<file path="config.mk">
export PLATFORM = sky130hd
export DESIGN_NAME = mc_control_fsm_flat
export DESIGN_NICKNAME = d
export VERILOG_FILES = /design/src/rtl/mc_control_fsm_if.sv /design/src/rtl/mc_control_fsm.sv /design/src/flat_wrapper.sv
export SDC_FILE = /design/constraint.sdc
export NUM_CORES = 1
export LEC_CHECK = 0
export CAP_MARGIN = 20
export CORE_ASPECT_RATIO = 0.7
export CORE_MARGIN = 2
export CORE_UTILIZATION = 30
export DETAILED_ROUTE_END_ITERATION = 10
export PLACE_DENSITY = 0.72
export SYNTH_ARGS = -nofsm -noshare
export SYNTH_HDL_FRONTEND = slang
export SYNTH_SLANG_ARGS = --single-unit
</file>
<file path="constraint.sdc">
create_clock -name clk -period 1.4 [get_ports clk]
set_input_delay 0.28 -clock clk [delete_from_list [all_inputs] [get_ports clk]]
set_output_delay 0.28 -clock clk [all_outputs]
set_load 0.05 [all_outputs]
</file>
<file path="src/rtl/mc_control_fsm_if.sv">
// Control bundle between the multicycle control FSM and the shared-ALU datapath.
// The master (control unit) reads the IR fields and ALU zero flag and drives every mux select and write enable.
interface mc_control_fsm_if;
  logic [5:0] opcode;
  logic [5:0] funct;
  logic       alu_zero;
  logic [1:0] alu_src_a;
  logic [1:0] alu_src_b;
  logic [2:0] alu_op;
  logic       pc_write;
  logic       ir_write;
  logic       mem_write;
  logic       mdr_write;
  logic       reg_write;
  logic       ab_write;
  logic       alu_out_write;
  logic       epc_write;
  logic       iord;
  logic [1:0] pc_source;
  logic       reg_dst;
  logic       mem_to_reg;

  modport master (
    input  opcode, funct, alu_zero,
    output alu_src_a, alu_src_b, alu_op, pc_write, ir_write, mem_write, mdr_write,
           reg_write, ab_write, alu_out_write, epc_write, iord, pc_source, reg_dst, mem_to_reg
  );

  modport slave (
    output opcode, funct, alu_zero,
    input  alu_src_a, alu_src_b, alu_op, pc_write, ir_write, mem_write, mdr_write,
           reg_write, ab_write, alu_out_write, epc_write, iord, pc_source, reg_dst, mem_to_reg
  );
endinterface

</file>
<file path="src/rtl/mc_control_fsm.sv">
// Multicycle control unit: one instruction phase per state, Moore outputs except
// the branch PC write, with a wait counter stretching fetch and load-read to MEM_LAT cycles.
module mc_control_fsm #(
  parameter int unsigned MEM_LAT        = 1,
  parameter logic [1:0]  EXC_VECTOR_SEL = 2'b11
) (
  input  logic               clk,
  input  logic               reset_n,
  mc_control_fsm_if.master   bus,
  output logic [3:0]         state
);

  typedef enum logic [3:0] {
    S_RESET     = 4'd0,
    S_FETCH     = 4'd1,
    S_DECODE    = 4'd2,
    S_EXEC_R    = 4'd3,
    S_EXEC_I    = 4'd4,
    S_WB_ALU    = 4'd5,
    S_MEM_ADDR  = 4'd6,
    S_MEM_READ  = 4'd7,
    S_MEM_WB    = 4'd8,
    S_MEM_WRITE = 4'd9,
    S_BRANCH    = 4'd10,
    S_JUMP      = 4'd11,
    S_EXCEPT    = 4'd12
  } state_t;

  localparam logic [2:0] ALU_IDLE = 3'b000;
  localparam logic [2:0] ALU_ADD  = 3'b001;
  localparam logic [2:0] ALU_SUB  = 3'b010;
  localparam logic [2:0] ALU_AND  = 3'b011;
  localparam logic [2:0] ALU_OR   = 3'b100;
  localparam logic [2:0] ALU_SLT  = 3'b111;

  localparam logic [5:0] OP_RTYPE = 6'h00;
  localparam logic [5:0] OP_ADDI  = 6'h08;
  localparam logic [5:0] OP_LW    = 6'h23;
  localparam logic [5:0] OP_SW    = 6'h2B;
  localparam logic [5:0] OP_BEQ   = 6'h04;
  localparam logic [5:0] OP_BNE   = 6'h05;
  localparam logic [5:0] OP_J     = 6'h02;

  state_t     state_reg, state_next;
  logic [2:0] cnt_reg, cnt_next;
  logic       rdst_reg, rdst_next;
  logic       last_wait;
  logic [2:0] r_alu_op;
  logic       r_valid;

  assign last_wait = (cnt_reg == 3'(MEM_LAT - 1));
  assign state     = state_reg;

  always_ff @(posedge clk or negedge reset_n) begin
    if (!reset_n) begin
      state_reg <= S_RESET;
      cnt_reg   <= 3'd0;
      rdst_reg  <= 1'b0;
    end else begin
      state_reg <= state_next;
      cnt_reg   <= cnt_next;
      rdst_reg  <= rdst_next;
    end
  end

  // Counter restarts whenever a state is entered, so it only advances while a wait state holds.
  assign cnt_next = (state_next == state_reg) ? cnt_reg + 3'd1 : 3'd0;

  always_comb begin
    r_alu_op = ALU_IDLE;
    r_valid  = 1'b1;
    case (bus.funct)
      6'h20:   r_alu_op = ALU_ADD;
      6'h22:   r_alu_op = ALU_SUB;
      6'h24:   r_alu_op = ALU_AND;
      6'h25:   r_alu_op = ALU_OR;
      6'h2A:   r_alu_op = ALU_SLT;
      default: r_valid  = 1'b0;
    endcase
  end

  always_comb begin
    state_next        = state_reg;
    rdst_next         = rdst_reg;
    bus.alu_src_a     = 2'b00;
    bus.alu_src_b     = 2'b00;
    bus.alu_op        = ALU_IDLE;
    bus.pc_write      = 1'b0;
    bus.ir_write      = 1'b0;
    bus.mem_write     = 1'b0;
    bus.mdr_write     = 1'b0;
    bus.reg_write     = 1'b0;
    bus.ab_write      = 1'b0;
    bus.alu_out_write = 1'b0;
    bus.epc_write     = 1'b0;
    bus.iord          = 1'b0;
    bus.pc_source     = 2'b00;
    bus.reg_dst       = 1'b0;
    bus.mem_to_reg    = 1'b0;

    case (state_reg)
      S_RESET: state_next = S_FETCH;

      S_FETCH: begin
        bus.alu_src_b = 2'b01;
        bus.alu_op    = ALU_ADD;
        if (last_wait) begin
          bus.ir_write = 1'b1;
          bus.pc_write = 1'b1;
          state_next   = S_DECODE;
        end
      end

      S_DECODE: begin
        // Speculatively compute the branch target while registers are read.
        bus.ab_write      = 1'b1;
        bus.alu_src_b     = 2'b11;
        bus.alu_op        = ALU_ADD;
        bus.alu_out_write = 1'b1;
        case (bus.opcode)
          OP_RTYPE:       state_next = S_EXEC_R;
          OP_ADDI:        state_next = S_EXEC_I;
          OP_LW, OP_SW:   state_next = S_MEM_ADDR;
          OP_BEQ, OP_BNE: state_next = S_BRANCH;
          OP_J:           state_next = S_JUMP;
          default:        state_next = S_EXCEPT;
        endcase
      end

      S_EXEC_R: begin
        bus.alu_src_a = 2'b01;
        bus.alu_src_b = 2'b00;
        if (r_valid) begin
          bus.alu_op        = r_alu_op;
          bus.alu_out_write = 1'b1;
          rdst_next         = 1'b1;
          state_next        = S_WB_ALU;
        end else begin
          state_next = S_EXCEPT;
        end
      end

      S_EXEC_I: begin
        bus.alu_src_a     = 2'b01;
        bus.alu_src_b     = 2'b10;
        bus.alu_op        = ALU_ADD;
        bus.alu_out_write = 1'b1;
        rdst_next         = 1'b0;
        state_next        = S_WB_ALU;
      end

      S_WB_ALU: begin
        bus.reg_write = 1'b1;
        bus.reg_dst   = rdst_reg;
        state_next    = S_FETCH;
      end

      S_MEM_ADDR: begin
        bus.alu_src_a     = 2'b01;
        bus.alu_src_b     = 2'b10;
        bus.alu_op        = ALU_ADD;
        bus.alu_out_write = 1'b1;
        state_next        = (bus.opcode == OP_SW) ? S_MEM_WRITE : S_MEM_READ;
      end

      S_MEM_READ: begin
        bus.iord = 1'b1;
        if (last_wait) begin
          bus.mdr_write = 1'b1;
          state_next    = S_MEM_WB;
        end
      end

      S_MEM_WB: begin
        bus.reg_write  = 1'b1;
        bus.mem_to_reg = 1'b1;
        state_next     = S_FETCH;
      end

      S_MEM_WRITE: begin
        bus.iord      = 1'b1;
        bus.mem_write = 1'b1;
        state_next    = S_FETCH;
      end

      S_BRANCH: begin
        bus.alu_src_a = 2'b01;
        bus.alu_src_b = 2'b00;
        bus.alu_op    = ALU_SUB;
        bus.pc_source = 2'b01;
        bus.pc_write  = (bus.opcode == OP_BNE) ? ~bus.alu_zero : bus.alu_zero;
        state_next    = S_FETCH;
      end

      S_JUMP: begin
        bus.pc_source = 2'b10;
        bus.pc_write  = 1'b1;
        state_next    = S_FETCH;
      end

      S_EXCEPT: begin
        bus.epc_write = 1'b1;
        bus.pc_source = EXC_VECTOR_SEL;
        bus.pc_write  = 1'b1;
        state_next    = S_FETCH;
      end

      default: state_next = S_FETCH;
    endcase
  end

endmodule

</file>
<file path="src/flat_wrapper.sv">
// flat-port wrapper written by rule: the top's interface ports become plain ports
module mc_control_fsm_flat 
#(
  parameter int unsigned MEM_LAT        = 1,
  parameter logic [1:0]  EXC_VECTOR_SEL = 2'b11
)
  (clk, reset_n, state, bus_opcode, bus_funct, bus_alu_zero, bus_alu_src_a, bus_alu_src_b, bus_alu_op, bus_pc_write, bus_ir_write, bus_mem_write, bus_mdr_write, bus_reg_write, bus_ab_write, bus_alu_out_write, bus_epc_write, bus_iord, bus_pc_source, bus_reg_dst, bus_mem_to_reg);
  mc_control_fsm_if bus_i ();
  input  logic clk;
  input  logic reset_n;
  output logic [3:0] state;
  input wire logic [$bits(bus_i.opcode)-1:0] bus_opcode;
  input wire logic [$bits(bus_i.funct)-1:0] bus_funct;
  input wire logic [$bits(bus_i.alu_zero)-1:0] bus_alu_zero;
  output wire logic [$bits(bus_i.alu_src_a)-1:0] bus_alu_src_a;
  output wire logic [$bits(bus_i.alu_src_b)-1:0] bus_alu_src_b;
  output wire logic [$bits(bus_i.alu_op)-1:0] bus_alu_op;
  output wire logic [$bits(bus_i.pc_write)-1:0] bus_pc_write;
  output wire logic [$bits(bus_i.ir_write)-1:0] bus_ir_write;
  output wire logic [$bits(bus_i.mem_write)-1:0] bus_mem_write;
  output wire logic [$bits(bus_i.mdr_write)-1:0] bus_mdr_write;
  output wire logic [$bits(bus_i.reg_write)-1:0] bus_reg_write;
  output wire logic [$bits(bus_i.ab_write)-1:0] bus_ab_write;
  output wire logic [$bits(bus_i.alu_out_write)-1:0] bus_alu_out_write;
  output wire logic [$bits(bus_i.epc_write)-1:0] bus_epc_write;
  output wire logic [$bits(bus_i.iord)-1:0] bus_iord;
  output wire logic [$bits(bus_i.pc_source)-1:0] bus_pc_source;
  output wire logic [$bits(bus_i.reg_dst)-1:0] bus_reg_dst;
  output wire logic [$bits(bus_i.mem_to_reg)-1:0] bus_mem_to_reg;
  assign bus_i.opcode = bus_opcode;
  assign bus_i.funct = bus_funct;
  assign bus_i.alu_zero = bus_alu_zero;
  assign bus_alu_src_a = bus_i.alu_src_a;
  assign bus_alu_src_b = bus_i.alu_src_b;
  assign bus_alu_op = bus_i.alu_op;
  assign bus_pc_write = bus_i.pc_write;
  assign bus_ir_write = bus_i.ir_write;
  assign bus_mem_write = bus_i.mem_write;
  assign bus_mdr_write = bus_i.mdr_write;
  assign bus_reg_write = bus_i.reg_write;
  assign bus_ab_write = bus_i.ab_write;
  assign bus_alu_out_write = bus_i.alu_out_write;
  assign bus_epc_write = bus_i.epc_write;
  assign bus_iord = bus_i.iord;
  assign bus_pc_source = bus_i.pc_source;
  assign bus_reg_dst = bus_i.reg_dst;
  assign bus_mem_to_reg = bus_i.mem_to_reg;
  mc_control_fsm #(.MEM_LAT(MEM_LAT), .EXC_VECTOR_SEL(EXC_VECTOR_SEL)) u_core (.clk(clk), .reset_n(reset_n), .bus(bus_i), .state(state));
endmodule
</file>
==> flow_summary.yaml, run 1 <==
outcome:
  status: "aborted with a tool error"
  haltStage: "global routing (5_1_grt)"
  error: "[ERROR DPL-0033] detailed placement checks failed during check placement."
timing:
  worstEndpointGrtRepair: "bus_alu_op[0]"
  worst-ep-kind: "output port"
yosys:
  synth_area_um2: 823.3
  synth_enable_flop_cells: 0
  ys_top_cells_by_count: "14 x nor2_1, 10 x nand2b_1, 8 x dfrtp_1, 8 x inv_1, 7 x nand2_1"
  async_flop_share: 1.000
  ys.warnings.count: 0
  netlist_instances: 110
  ys_types: 42
  netlist_top_cells_area: "dfrtp_1 24%, nand2b_1 7.6%, nor2_1 6.4%"
  synth_most_common_cell: "nor2_1"
  avgSynthCellArea_um2: 7.484
  synth_area_leader_cell: "dfrtp_1"
  ys.flop_type: "dfrtp_1"
  syn_nets: 127
  yosysSeqAreaShare: 0.2432
  yosys.area.top_type_share: 0.2432
  ys_ff_latch: 8
clock_tree:
  root_buffer: "clkbuf_8"
  cts_hold_buf: 0
  cts_buffer_depth: 2
  htree_levels: 1
  clock-sinks: 8
  cts_made_buffers: 3
floorplan:
  chipHeight_um: 47.83
  fp.dieW_um: 66.62
  io_pins: 39
  start_util: 0.3249
  rows: 15
global_route:
  antenna_found_initial: 0
  grt_max_degree: 9
placed_design:
  post-place-cells: 219
  dp_hpwl_um: 2946
  gp_congestion: 0.9048
  portBuffers: 37
## what timing repair did
action / CTS
pin swaps: 16
setup buffers: 14
endpoints found under the setup margin: 27
gates resized for setup: 66
## cell families after synthesis
kind of cell             Yosys count  synth area share
flip-flops                         8            0.2432
adder cells (fa/ha/maj)            2           0.03039
other                              1          0.004555
buffers and inverters             13           0.06991
AO/OA/AOI/OAI                     21            0.1869
multiplexers                       2           0.02584
AND/OR/NAND/NOR                   59            0.3967
XOR/XNOR                           4           0.04255
## stage by stage
| step | util | area, µm² | setup WS, ns |
|---|---|---|---|
| 2_1_floorplan | - | 1045 | -0.6177 |
| 3_3_place_gp | 0.7679 | 1946 | -0.6998 |
| 3_5_place_dp | 0.7679 | 1946 | -0.7366 |
| 4_1_cts | 0.8928 | 2262 | -0.4654 |
==> run 2, diff against run 1 <==
--- a/config.mk
+++ b/config.mk
@@ -6,11 +6,10 @@
 export NUM_CORES = 1
 export LEC_CHECK = 0
 export CAP_MARGIN = 20
-export CORE_ASPECT_RATIO = 0.7
 export CORE_MARGIN = 2
-export CORE_UTILIZATION = 30
+export CORE_UTILIZATION = 20
 export DETAILED_ROUTE_END_ITERATION = 10
-export PLACE_DENSITY = 0.72
+export PLACE_DENSITY_LB_ADDON = 0.15
 export SYNTH_ARGS = -nofsm -noshare
 export SYNTH_HDL_FRONTEND = slang
 export SYNTH_SLANG_ARGS = --single-unit
==> constraint.sdc (replaced) <==
create_clock -name clk -period 1.8 [get_ports clk]
set_input_delay 0.36 -clock clk [delete_from_list [all_inputs] [get_ports clk]]
set_output_delay 0.36 -clock clk [all_outputs]
set_load 0.05 [all_outputs]
==> run 2 against run 1 <==
The flow now finishes, with violations (negative setup slack). Area after synthesis unchanged. Synthesized cell count is the same.
==> flow_summary.yaml, run 2 <==
clock_tree:
  cts_buffer_depth: 2
  clkTransAtPathRegs_ns: 0.04
  htree_levels: 1
  cts_tree: "yes"
  root_buffer: "clkbuf_8"
  clock-sinks: 8
  cts_made_buffers: 3
  clk_latency_ns: 0.23
job:
  max_cap_violations: 0
timing:
  finalCritPeriodShare: 1.079
  rsz0062_at_grt: "yes"
  fin_skew_ns: 0.006260
  finalHoldViolations: 0
  drv_slew: 0
  fmax_ghz: 0.5147
  period_needed_ns: 1.943
  setup_viol: 9
  fin_ws_ns: -0.1430
floorplan:
  core_area_um2: 3971
  chipHeight_um: 68.16
  start_util: 0.2073
  die_area_um2: 4646
  io_pins: 39
  rows: 23
  fp.dieW_um: 68.16
global_route:
  grt_max_degree: 12
  grt_pass1_wl_um: 5423
  globalRouteOverflowTotal: 0
  grt_pass1_vias: 1191
  antenna_found_initial: 0
  grt_usage: 0.1512
yosys:
  synth_enable_flop_cells: 0
  ys.flop_type: "dfrtp_1"
  netlist_instances: 110
  syn_nets: 127
  async_flop_share: 1.000
  synth_most_common_cell: "nor2_1"
  yosysSeqAreaShare: 0.2432
  synth_area_leader_cell: "dfrtp_1"
  ys.warnings.count: 0
  netlist_top_cells_area: "dfrtp_1 24%, nand2b_1 7.6%, nor2_1 6.4%"
  avgSynthCellArea_um2: 7.484
  synth_area_um2: 823.3
  ys_top_cells_by_count: "14 x nor2_1, 10 x nand2b_1, 8 x dfrtp_1, 8 x inv_1, 7 x nand2_1"
  yosys.area.top_type_share: 0.2432
  ys_types: 42
  ys_ff_latch: 8
outcome:
  failed_checks: "negative setup slack"
  status: "finished with violations"
layout:
  area_delta_synth_final_pct: 191.2
  largest_register_ffs: 4
  nFillCells: 316
  layout_common_cells: "46 x buf_4, 22 x buf_12, 17 x buf_6"
  drive_above_1_share: 0.7308
  multi_input_area_um2: 929.6
  fin_util: 0.6037
  instances_no_fill: 258
  diodes: 0
  register_area_um2: 205.2
  final_net_count: 226
  mostFrequentLayoutCell: "buf_4"
placed_design:
  dp_hpwl_um: 2463
  portBuffers: 37
  post-place-ws_ns: -0.4840
  gp_congestion: 0.8013
  post-place-cells: 220
route:
  wl_per_cell_um: 14.00
  drt-pass1-iter-count: 4
  vias_per_cell: 4.624
  route.detailed.drc: 0
  drt_iter0_markers: 56
  drt-total-wl_um: 3612
  drtAntennaViolNets: 0
  num_vias: 1193
worst_setup_path:
  criticalPathCategory: "reg2out"
  path_max_fanout: 5
  endpoint_kind: "output port"
  cp_data_required_time_ns: 1.44
  arrival_ns: 1.58
  start_kind: "register"
hold_path:
  holdCritPathClass: "in2async"
power:
  powerDensity_nw_per_um2: 1563
  ir_drop_mv: 0.9623
  p_leak_nw: 1.051
==> run 2: final timing paths <==
| check | startpoint | endpoint | slack, ns | cells after the start |
|---|---|---|---|---|
| max | u_core.state[0]$_DFF_PN0_ | bus_pc_write | -0.14 | 5 |
| min | reset_n | u_core.state[0]$_DFF_PN0_ | 0.41 | 1 |
| max reg2reg | u_core.state[3]$_DFF_PN0_ | u_core.state[0]$_DFF_PN0_ | 0.28 | 5 |
| min reg2reg | u_core.cnt_reg[0]$_DFF_PN0_ | u_core.cnt_reg[0]$_DFF_PN0_ | 0.46 | 1 |
| max in group asynchronous | reset_n | u_core.state[3]$_DFF_PN0_ | 1.12 | 1 |
| min in group clk | u_core.cnt_reg[0]$_DFF_PN0_ | u_core.cnt_reg[0]$_DFF_PN0_ | 0.46 | 1 |
==> run 2: repair_timing <==
item,in CTS,in global routing
setup endpoints to repair,17,17
hold buffers,0,0
setup buffers,17,17
pin swaps,14,14
gates resized for setup,69,40
gates cloned,0,1
endpoints found under the hold margin,0,0
==> run 2: final cells by class <==
cell class	instances	share of cell area
Tap cell	50	0.02610
Clock buffer	4	0.01879
Timing Repair Buffer	99	0.4676
Inverter	8	0.01409
Sequential cell	8	0.08560
Multi-Input combinational cell	89	0.3878
==> run 2: layer usage <==
layer | up-vias | wire length, µm | track usage
li1 | 585 | - | -
met1 | 570 | 1459 | 0.1843
met2 | 34 | 1971 | 0.2840
met3 | 4 | 136 | 0.01645
met4 | 0 | 44 | 0.03000
met5 | - | 0 | 0
==> run 2: metrics by stage <==
step	hold slack (ns)	area (µm²)	setup TNS, ns	total power (W)
detailed placement	0.4660	1815	-2.665	0.002791
global placement	0.4452	1815	-2.313	0.002784
global route	0.4288	2397	-1.050	0.003918
finish	0.4052	2397	-0.5836	0.003746
floorplan	0.06441	991.0	-1.231	0.001683
CTS	0.4112	2128	-0.7350	0.003298
==> run 2: worst max-delay path, cell delays in order, from the launching register on <==
cell,delay [ns]
dfrtp_2,0.43
nor2_2,0.07
and3_4,0.19
o21bai_4,0.17
a311o_2,0.33
buf_8,0.16
==> run 2: cells by family (layout without fill, tap and decap cells) <==
kind of cell	Yosys count	after routing	synth area share
AOI/OAI and AO/OA	21	21	0.1869
muxes	2	2	0.02584
xor gates and xnor gates	4	4	0.04255
adders and majority gates	2	2	0.03039
DFF	8	8	0.2432
and+or+nand+nor	59	59	0.3967
other	1	1	0.004555
buffers and inverters	13	111	0.06991
==> run 2: power by group <==
part / switching, W / internal, W
registers: 0.0000883 / 0.000232
clock network: 0.0000730 / 0.000154
logic: 0.00157 / 0.00163
Note: power is estimated with default switching activity, not from simulation.
==> run 3, diff against run 2 <==
--- a/config.mk
+++ b/config.mk
@@ -5,6 +5,7 @@
 export SDC_FILE = /design/constraint.sdc
 export NUM_CORES = 1
 export LEC_CHECK = 0
+export ABC_AREA = 1
 export CAP_MARGIN = 20
 export CORE_MARGIN = 2
 export CORE_UTILIZATION = 20
==> run 3 against run 2 <==
First-iteration DRC count is 46% lower. Via count is 4.3% lower. Worst hold slack better by 0.0032 ns. Clock power is 7% lower. Critical endpoint is now bus_alu_op[1]. Cell area is 20% lower. Total power is 22% lower. Die area is 4.7% higher. Critical path depth is 2 higher. Routed wire length is 21% lower. Largest cell class unchanged. Sequential power is 6.5% lower. Setup slack better by 0.16 ns. The run now ends clean. Count of clock-buffer cells in the layout is 1 lower.
==> flow_summary.yaml, run 3 <==
yosys:
  ys_ff_latch: 8
  syn_nets: 170
  synth_area_leader_cell: "dfrtp_1"
  yosys.area.top_type_share: 0.2315
  avgSynthCellArea_um2: 5.651
  synth_enable_flop_cells: 0
  ys.warnings.count: 0
  ys.flop_type: "dfrtp_1"
  ys_top_cells_by_count: "34 x nand2_1, 33 x nor2_1, 31 x inv_1"
  netlist_instances: 153
  ys_types: 20
  yosysSeqAreaShare: 0.2315
  async_flop_share: 1.000
  synth_most_common_cell: "nand2_1"
  netlist_top_cells_area: "dfrtp_1 23%, nand2_1 15%, nor2_1 14%"
  synth_area_um2: 864.6
clock_tree:
  cts_buffer_depth: 2
  clock-sinks: 8
  root_buffer: "clkbuf_8"
  cts_made_buffers: 3
  cts_tree: "yes"
  cts_hold_buf: 0
  clkTransAtPathRegs_ns: 0.04
  htree_levels: 1
  clk_latency_ns: 0.23
route:
  route.detailed.drc: 0
  vias_per_cell: 4.199
  drtAntennaViolNets: 0
  num_vias: 1142
  drt-pass1-iter-count: 6
  wl_per_cell_um: 10.44
  drt-total-wl_um: 2841
  drt_iter0_markers: 30
global_route:
  antenna_found_initial: 0
  grt_pass1_vias: 1148
  grt_max_degree: 9
  grt_usage: 0.1208
  grt_pass1_wl_um: 4926
  globalRouteOverflowTotal: 0
worst_setup_path:
  start_kind: "register"
  path_max_fanout: 3
  r2r_end: "u_core.rdst_reg$_DFFE_PN0P_"
  cp_data_required_time_ns: 1.44
  timing.rr.start: "u_core.state[3]$_DFF_PN0_"
  reg2reg_slack_ns: 0.37
  criticalPathCategory: "reg2out"
  arrival_ns: 1.43
  r2r_cells: 8
  endpoint_kind: "output port"
timing:
  finalCritPeriodShare: 0.9929
  rsz0062_at_grt: "yes"
  fin_skew_ns: 0.002787
  whs_ns: 0.4084
  period_needed_ns: 1.787
  fmax_ghz: 0.5595
  finalHoldViolations: 0
  fin_tns_setup_ns: 0
  drv_slew: 0
  setup_viol: 0
  fin_ws_ns: 0.01276
layout:
  stdcell_area_um2: 1916
  layout_common_cells: "30 x buf_4, 24 x nor2_1, 23 x nand2_1"
  drive_above_1_share: 0.5135
  area_delta_synth_final_pct: 121.6
  instances_no_fill: 272
  final_net_count: 241
  mostFrequentLayoutCell: "buf_4"
  diodes: 0
  largest_register_ffs: 4
outcome:
  status: "finished, final reports clean"
floorplan:
  rows: 23
  die_area_um2: 4865
  io_pins: 39
  start_util: 0.2116
  chipHeight_um: 69.75
  fp.dieW_um: 69.75
  core_area_um2: 4086
job:
  max_cap_violations: 0
power:
  powerDensity_nw_per_um2: 1521
  p_seq_frac: 0.103
  power_frac_comb: 0.825
  p_int_w: 0.001396
  p_leak_nw: 0.9274
  clkPwrFrac: 0.072
  netSwitchingPower_w: 0.001517
  switching_share: 0.5208
  ir_drop_mv: 1.191
placed_design:
  dp_hpwl_um: 2378
  place_area_um2: 1660
  portBuffers: 37
  gp_congestion: 0.8221
  post-place-ws_ns: -0.2256
  post-place-cells: 254
hold_path:
  holdCritPathClass: "in2async"
-- run 3: per-stage QoR --
| stage | util | total power (W) |
|---|---|---|
| floorplan | - | 0.001488 |
| CTS | 0.4596 | 0.002869 |
| global placement | 0.4063 | 0.002423 |
| finish | 0.4688 | 0.002913 |
| detailed placement | 0.4063 | 0.002423 |
| global route | 0.4688 | 0.003067 |
-- run 3: power by group through the flow --
stage / combinational [W] / clock, W / sequential (W)
final: 0.00240 / 0.000211 / 0.000300
after global routing: 0.00254 / 0.000223 / 0.000308
after CTS: 0.00235 / 0.000217 / 0.000300
after detailed placement: 0.00212 / 0 / 0.000300
after global placement: 0.00213 / 0 / 0.000297
after floorplan: 0.00108 / 0 / 0.000411
-- run 3: worst max path at each step --
| stage | start | endpoint | slack, ns |
|---|---|---|---|
| 2_1_floorplan | u_core.state[3]$_DFF_PN0_ | bus_alu_op[0] | -0.07 |
| 3_3_place_gp | bus_funct[5] | bus_alu_op[1] | -0.18 |
| 3_5_place_dp | bus_funct[5] | bus_alu_op[1] | -0.23 |
| 4_1_cts | bus_opcode[1] | bus_pc_write | 0.002 |
| 5_1_grt | u_core.cnt_reg[0]$_DFF_PN0_ | bus_pc_write | -0.05 |
| 6_report | u_core.state[3]$_DFF_PN0_ | bus_alu_op[1] | 0.01 |
-- run 3: critical path, stage by stage, from the launching register on --
cell and delay (ns):
dfrtp_2 0.40, inv_2 0.05, nor2_1 0.13, inv_2 0.07, nor2_4 0.15, inv_2 0.09
a31oi_4 0.16, buf_12 0.16
-- run 3: cell type report --
| cell class | count | area [µm²] |
|---|---|---|
| sequential | 8 | 205.2 |
| fill | 397 | 2171 |
| clock buffer | 3 | 41.29 |
| tap | 50 | 62.56 |
| multi-input combinational | 111 | 708.2 |
| timing repair buffer | 67 | 772.0 |
| inverter | 33 | 126.4 |
-- run 3: cells by family after synthesis --
group / count (synthesis) / synth area share
buffers and inverters: 34 / 0.1520
adders and majority gates: 2 / 0.02894
other: 1 / 0.004337
xor gates and xnor gates: 1 / 0.01013
AOI/OAI and AO/OA: 10 / 0.06368
and+or+nand+nor: 97 / 0.5094
DFF: 8 / 0.2315
-- run 3: per-layer routing --
layer / track usage / wire [µm]
met5: 0 / 0
met4: 0.02564 / 0
met3: 0.03052 / 182
met2: 0.2137 / 1441
met1: 0.1476 / 1216
-- run 3: repair_timing --
action                     in CTS  in global routing
pin swaps                      17                 13
gates resized for setup        40                  9
buffers inserted               13                  2
setup endpoints to repair       8                 12
==> run 4, diff against run 3 <==
--- a/config.mk
+++ b/config.mk
@@ -14,3 +14,4 @@
 export SYNTH_ARGS = -nofsm -noshare
 export SYNTH_HDL_FRONTEND = slang
 export SYNTH_SLANG_ARGS = --single-unit
+export TNS_END_PERCENT = 50
==> run 4 against run 3 <==
Utilization is 0.52 points higher. Maximum frequency decreased by 0.62%. Total power fell by 2.2%. Sequential power grew 2%. Flip-flop and latch count unchanged. Register-to-register slack improved by 0.07 ns. Non-clock buffer count is the same. Clock skew grew 0.00052 ns. Sequential share of layout area shrank 0.12 points. Critical path depth decreased by 1. Clock power up 3%. Worst hold slack improved by 0.0059 ns. Critical endpoint unchanged. Largest cell class unchanged. Highest routed layer unchanged.
==> flow_summary.yaml, run 4 (synthesized netlist as in run 3, its figures left out) <==
layout:
  drive_above_1_share: 0.5112
  largest_register_ffs: 4
  diodes: 0
  area_delta_synth_final_pct: 124.0
  mostFrequentLayoutCell: "buf_4"
  layout_common_cells: "30 x buf_4, 26 x nand2_1, 24 x nor2_1"
  final_net_count: 241
power:
  clkPwrFrac: 0.077
  power_frac_comb: 0.816
  netSwitchingPower_w: 0.001493
  p_seq_frac: 0.108
  p_leak_nw: 0.9510
  ir_drop_mv: 0.7728
  p_int_w: 0.001355
  switching_share: 0.5243
  powerDensity_nw_per_um2: 1471
worst_setup_path:
  start_kind: "register"
  cpLargestDelayFamily: "flip-flops"
  arrival_ns: 1.44
  path_max_fanout: 4
  path_buf_inv: 2
  endpoint_kind: "output port"
  cp_slowest_cell: "dfrtp_2"
  cpMostUsedCell: "nor2_4"
  max_stage_delay_ns: 0.43
  criticalPathCategory: "reg2out"
  crit_chain: "nor2_4 > inv_2 > nor2_4 > nor2_2 > a31oi_4 > buf_12"
  cp_data_required_time_ns: 1.44
  r2r_cells: 8
  cp_num_cells: 6
floorplan:
  io_pins: 39
  start_util: 0.2116
  chipHeight_um: 69.75
  die_area_um2: 4865
  core_area_um2: 4086
  fp.dieW_um: 69.75
  rows: 23
timing:
  fin_skew_ns: 0.003303
  whs_ns: 0.4143
  fmax_ghz: 0.5561
  finalCritPeriodShare: 0.9991
  rsz0062_at_grt: "yes"
  finalHoldViolations: 0
  drv_slew: 0
  setup_viol: 0
  period_needed_ns: 1.798
  fin_ws_ns: 0.001651
route:
  vias_per_cell: 4.304
  route.detailed.drc: 0
  wl_per_cell_um: 11.11
  drt_iter0_markers: 29
  drt-total-wl_um: 3034
  drtAntennaViolNets: 0
  num_vias: 1175
  drt-pass1-iter-count: 4
clock_tree:
  clkTransAtPathRegs_ns: 0.04
  cts_made_buffers: 3
  clock-sinks: 8
  cts_buffer_depth: 2
  root_buffer: "clkbuf_8"
  cts_hold_buf: 0
  cts_tree: "yes"
  clk_latency_ns: 0.22
  htree_levels: 1
placed_design:
  gp_congestion: 0.8801
  post-place-ws_ns: -0.2436
  dp_hpwl_um: 2426
  portBuffers: 37
global_route:
  grt_pass1_wl_um: 4988
  grt_usage: 0.1198
  antenna_found_initial: 0
  grt_max_degree: 9
  globalRouteOverflowTotal: 0
  grt_pass1_vias: 1143
hold_path:
  holdCritPathClass: "in2async"
job:
  max_cap_violations: 0
outcome:
  status: "finished, final reports clean"
## run 4: cell count changes in the layout (fill, tap and decap cells not counted), sizes merged
cell	change
clkbuf	+1
clkdlybuf4s15	-1
inv	-1
clkinv	+1
dlymetal6s2s	+2
clkdlybuf4s50	-1
## run 4: worst paths after layout
path | start | endpoint | slack, ns
worst min register to register | u_core.cnt_reg[0]$_DFF_PN0_ | u_core.cnt_reg[0]$_DFF_PN0_ | 0.47
max in group asynchronous | reset_n | u_core.state[0]$_DFF_PN0_ | 1.10
worst min-delay path | reset_n | u_core.rdst_reg$_DFFE_PN0P_ | 0.41
worst max register to register | u_core.state[1]$_DFF_PN0_ | u_core.state[0]$_DFF_PN0_ | 0.44
worst max-delay path | u_core.state[3]$_DFF_PN0_ | bus_alu_op[1] | 0.002
min in group clk | u_core.cnt_reg[0]$_DFF_PN0_ | u_core.cnt_reg[0]$_DFF_PN0_ | 0.47
## run 4: stage by stage
stage               total power, W  utilization  setup TNS (ns)  instance area (µm²)  std cells
finish                    0.002849       0.4740               0                 1937        273
global route              0.003003       0.4740         -0.4913                 1937        273
CTS                       0.002718       0.4446         -0.1044                 1817        266
detailed placement        0.002424       0.4088          -1.007                 1670        257
global placement          0.002420       0.4088         -0.7894                 1670        257
floorplan                 0.001466            -         -0.3451                942.2        153
## run 4: per-layer routing
metal  vias to the layer above  routed length (µm)  GRT usage
met1                       532                1276     0.1561
met4                         0                   0   0.006410
met5                         -                   0          0
met2                        35                1587     0.2158
li1                        608                   -          -
met3                         0                 171    0.02180
## run 4: repair_timing
item,4_1_cts,5_1_grt
setup endpoints to repair,8,12
resized for setup,34,21
hold endpoints to repair,0,0
pin swaps,11,12
buffers inserted,5,7
## run 4: layout make-up
type | count | area [µm²]
fillers | 424 | 2150
repair buffers | 67 | 777.0
multi-input cells | 111 | 718.2
flip-flops and latches | 8 | 205.2
inverters | 33 | 128.9
well taps | 50 | 62.56
clock buffers | 4 | 45.04
## run 4: power by group through the flow
| stage | sequential, W | clock [W] | combinational, W |
|---|---|---|---|
| after CTS | 0.000300 | 0.000221 | 0.00220 |
| after floorplan | 0.000411 | 0 | 0.00106 |
| after global routing | 0.000312 | 0.000235 | 0.00246 |
| after detailed placement | 0.000299 | 0 | 0.00213 |
| after global placement | 0.000297 | 0 | 0.00212 |
| final | 0.000307 | 0.000218 | 0.00232 |
## run 4: worst register-to-register path, delay by kind of cell, from the launching register on
kind	cells	cell delay, ns
flops	1	0.46
simple gates	6	0.49
buf+inv	2	0.27
